[config.mk]
export PLATFORM = sky130hd
export DESIGN_NAME = instr_fetch_unit
export DESIGN_NICKNAME = d
export VERILOG_FILES = /design/src/rtl/instr_fetch_unit.sv
export SDC_FILE = /design/constraint.sdc
export NUM_CORES = 1
export LEC_CHECK = 0
export ABC_CLOCK_PERIOD_IN_PS = 2550
export BUFFER_PORTS_ARGS = -buffer_cell sky130_fd_sc_hd__buf_2
export CAP_MARGIN = 20
export CORE_MARGIN = 5
export CORE_UTILIZATION = 50
export DETAILED_ROUTE_END_ITERATION = 10
export PLACE_DENSITY = 0.82
export SLEW_MARGIN = 20
export SYNTH_ARGS = -nofsm -noshare
export SYNTH_HDL_FRONTEND = slang
export SYNTH_SLANG_ARGS = --single-unit
[constraint.sdc]
create_clock -name clk -period 2.55 [get_ports clk]
set_input_delay 0.51 -clock clk [delete_from_list [all_inputs] [get_ports clk]]
set_output_delay 0.51 -clock clk [all_outputs]
set_load 0.01 [all_outputs]
[src/rtl/instr_fetch_unit.sv]
// Instruction fetch unit: PC register with jal/jmp/branch/increment update,
// a four-state fetch sequencer (IDLE, REQ, WAIT, CAPTURE) that reads one
// 16-bit instruction word from memory, and instruction field slices.
// Optional feature macro: IFU_FETCH_CNT_EN adds a saturating completed-fetch
// counter on fetch_count; without it fetch_count is tied to zero.
// Sign extension of branch_disp assumes ADDR_W >= 8.
module instr_fetch_unit #(
    parameter int unsigned          ADDR_W   = 16,
    parameter logic [ADDR_W-1:0]    RESET_PC = '0
) (
    input  logic                clk,
    input  logic                reset,
    input  logic                fetch_start,
    input  logic                pc_en,
    input  logic                branch_en,
    input  logic                jmp_en,
    input  logic                jal_en,
    input  logic [7:0]          branch_disp,
    input  logic [ADDR_W-1:0]   jump_target,
    output logic [ADDR_W-1:0]   mem_addr,
    output logic                mem_rd,
    input  logic [15:0]         mem_rdata,
    output logic [15:0]         instr,
    output logic                instr_valid,
    output logic [3:0]          opCode1,
    output logic [3:0]          cond_rdest,
    output logic [3:0]          opCode2,
    output logic [3:0]          rsrc_shamt,
    output logic [7:0]          imm8,
    output logic [ADDR_W-1:0]   pc,
    output logic [ADDR_W-1:0]   link_addr,
    output logic                busy,
    output logic                pc_conflict,
    output logic [15:0]         fetch_count
);

    typedef enum logic [1:0] {
        IDLE    = 2'd0,
        REQ     = 2'd1,
        WAIT    = 2'd2,
        CAPTURE = 2'd3
    } state_t;

    state_t              state;
    logic [ADDR_W-1:0]   fetch_addr;
    logic [ADDR_W-1:0]   pc_inc;
    logic [ADDR_W-1:0]   disp_ext;
    logic [ADDR_W-1:0]   pc_next;

    // Fetch sequencer; data is valid in WAIT, so it is captured on entry to CAPTURE
    always_ff @(posedge clk) begin
        if (!reset) begin
            state       <= IDLE;
            fetch_addr  <= RESET_PC;
            instr       <= '0;
            instr_valid <= 1'b0;
        end else begin
            instr_valid <= 1'b0;
            case (state)
                IDLE: begin
                    if (fetch_start) begin
                        state      <= REQ;
                        fetch_addr <= pc;
                    end
                end
                REQ:  state <= WAIT;
                WAIT: begin
                    state       <= CAPTURE;
                    instr       <= mem_rdata;
                    instr_valid <= 1'b1;
                end
                CAPTURE: state <= IDLE;
                default: state <= IDLE;
            endcase
        end
    end

    // Next-PC selection, priority jal > jmp > branch > increment, modulo 2^ADDR_W
    always_comb begin
        pc_inc   = pc + ADDR_W'(1);
        disp_ext = ADDR_W'($signed(branch_disp));
        pc_next  = pc_inc;
        if (jal_en || jmp_en) begin
            pc_next = jump_target;
        end else if (branch_en) begin
            pc_next = pc + disp_ext;
        end
    end

    // PC, link register and sticky conflict flag; updates only while idle
    always_ff @(posedge clk) begin
        if (!reset) begin
            pc          <= RESET_PC;
            link_addr   <= '0;
            pc_conflict <= 1'b0;
        end else if (pc_en) begin
            if (state == IDLE) begin
                pc <= pc_next;
                if (jal_en) begin
                    link_addr <= pc_inc;
                end
            end else begin
                pc_conflict <= 1'b1;
            end
        end
    end

`ifdef IFU_FETCH_CNT_EN
    logic [15:0] fetch_cnt;

    // Saturating count of completed fetches, bumped on entry to CAPTURE
    always_ff @(posedge clk) begin
        if (!reset) begin
            fetch_cnt <= '0;
        end else if (state == WAIT && fetch_cnt != 16'hFFFF) begin
            fetch_cnt <= fetch_cnt + 16'd1;
        end
    end

    assign fetch_count = fetch_cnt;
`else
    assign fetch_count = 16'h0000;
`endif

    assign mem_addr   = fetch_addr;
    assign mem_rd     = (state == REQ);
    assign busy       = (state != IDLE);

    assign opCode1    = instr[15:12];
    assign cond_rdest = instr[11:8];
    assign opCode2    = instr[7:4];
    assign rsrc_shamt = instr[3:0];
    assign imm8       = instr[7:0];

endmodule

==> results.yml <==
die:
  floorplan.initialDensity_pct: 51.1
  floorplan.die.height_um: 101
  die_area_um2: 10300
  chipWidth_um: 101
  io_pins: 155
  design.core.area_um2: 8180
  core.rowCount: 33
timing:
  drv_slew: 0
  unrepaired_setup_endpoints_after_global_routing: "no"
  max-slew-margin-rel_pct: 62.6
  worst_slew_pin_slew_ps: 561
  share_of_the_cycle_needed_by_the_critical_path_after_routing_pct: 87.1
  setup_ws_ps: 329
  hold_worst_slack_ps: 425
  finalSetupViolations: 0
  final.setup.tns_ps: 0
  timing.clock.skew_ps: 12.3
  post-route-min-period_ps: 2220
  max_freq_ghz: 0.450
  timing.final.hold_violations: 0
logic_synthesis:
  yosys_most_used_dff: "dfxtp_1"
  syn_inst: 484
  synth.avg_cell_area_um2: 8.64
  synth_sequential_area_ratio_pct: 32.6
  synth_most_common_cell: "dfxtp_1"
  share_of_yosys_cell_area_claimed_by_the_top_area_cell_type_pct: 32.6
  synthTopCellsByArea: "dfxtp_1 33%, buf_4 7.2%, nand2_1 5.9%, ha_1 5.7%, mux2i_1 4.8%"
  ys_types: 63
  synth_top_area_cell: "dfxtp_1"
  async_flop_share_pct: 0
  synth_edf_count: 0
  synth_warnings: 0
  ys_top_cells_by_count: "68 x dfxtp_1, 66 x nand2_1, 40 x buf_4"
  ys_seq_elements: 68
  netlist_area_um2: 4180
clock_network:
  holdBufCountCts: 0
  ctsHtreeMaxLevel: 3
  cts_buffers: 9
  clk_root_buf: "clkbuf_8"
  clk_pin_slew_ps: 80
  num_clock_sinks: 68
  clk-insertion-delay-late_ps: 340
  tritoncts_clock_tree: "built"
  cts.path.max_buffers: 2
  post_cts_resized: 0
  cts_post_setup_buffers_inserted: 0
setup_path:
  critPathLaunchType: "flop"
  worst-setup-path-type: "flop to flop"
  kind_of_end_point_of_the_critical_path: "flop"
  cp.required_ps: 2780
  crit_arrival_ps: 2450
  worstPathMaxFanout: 3
layout:
  share_of_final_layout_standard_cells_stronger_than_drive_strength_1_pct: 33.1
  nNetsFinal: 670
  antennaDiodeCount: 0
  area_growth_pct: 20.4
  finish.utilization_pct: 61.6
  post-route-cell-area_um2: 5030
global_route:
  first_global_vias: 3807
  overflow: 0
  track_usage_pct: 22.1
  grt_pass1_wl_mm: 18.2
  antenna_found_initial: 0
  grt_start_max_net_pins: 35
placement:
  postPlaceCellArea_um2: 4810
  place_congestion: 0.892
  port_buffer_cells: 138
  post-dp-hpwl_mm: 9.15
  post-place-ws_ps: 15.1
route:
  first_iter_violations: 178
  drt-total-wl_mm: 11.6
  viasPerCell: 5.46
  vias: 3896
  detail-route-antenna-nets: 0
  detailed_routing_iteration_count_for_the_pre_antenna_repair_pass: 5
  routed_wire_length_per_instance_um: 16.3
  drc: 0
worst_hold_path:
  timing.hold.worst.class: "input port to flop"
job:
  max_cap_violations: 0
status:
  run_status: "complete, no violations"
power:
  leakage_nw: 2.49
  power-per-cell-area_nw_per_um2: 902
  max-vdd-ir-drop_v: 0.000354
==> final timing paths <==
kind                               startpoint      endpoint  slack (ps)  cells after the start
worst max-delay path                    pc[0]        pc[14]         330                      8
worst min-delay path            mem_rdata[10]     instr[10]         420                      3
worst max register to register          pc[0]        pc[14]         330                      8
worst min register to register   mem_addr[12]  mem_addr[12]         460                      2
==> flip-flops by register name (all words and copies together), names as in the netlist <==
| register | count |
|---|---|
| instr_valid | 1 |
| state | 2 |
| mem_addr | 16 |
| instr | 16 |
| pc | 16 |
| link_addr | 16 |
| pc_conflict | 1 |
==> logic make-up after synthesis <==
family,after synthesis,share of synthesized area [%]
other cells,1,0.0897
mux,20,4.79
fa+ha+maj,20,6.16
compound gates,128,21.5
xor+xnor,25,5.24
flops,68,32.6
buf+inv,76,10.7
simple gates,146,19.0
==> cell type report <==
cell class                 instances  area (um^2)
fill                             744         3140
multi-input combinational        355         2430
sequential                        68         1360
timing repair buffer             160          856
tap                              105          131
clock buffer                       9          124
clock inverter                     7         98.8
inverter                           9         33.8
==> where the power goes <==
| part | switching [mW] | internal, mW |
|---|---|---|
| Combinational | 1.21 | 0.865 |
| Sequential | 0.178 | 1.29 |
| Clock | 0.441 | 0.557 |
==> cell usage in the layout (no fill, tap or decap), types with 16 or more instances in the layout <==
cell / synthesis / final
nand2_1: 66 / 66
buf_4: 40 / 22
conb_1: 1 / 16
nor2b_1: 19 / 19
o21ai_0: 27 / 27
buf_2: 9 / 138
mux2i_1: 20 / 20
ha_1: 19 / 19
dfxtp_1: 68 / 68
a21oi_1: 23 / 23
==> per-layer routing <==
layer | wire [um] | track usage [%]
met1 | 4820 | 28.2
met2 | 5350 | 37.7
met3 | 1250 | 3.93
met4 | 178 | 7.26
met5 | 0 | 0
==> worst max-delay path: stages (launching register included) <==
cell       delay, ps
dfxtp_1          320
ha_1             200
fa_1             400
a21oi_1          210
o21ai_1          150
a2111oi_2        430
o21ai_1          120
xnor2_1          170
o22ai_1           90
==> stage by stage <==
step | std cells | total power [mW]
after floorplan | 499 | 2.92
after global placement | 697 | 3.50
after detailed placement | 697 | 3.56
after CTS | 713 | 4.57
after global routing | 713 | 4.84
final | 713 | 4.54
No activity file was read; power rests on OpenSTA's default activity.
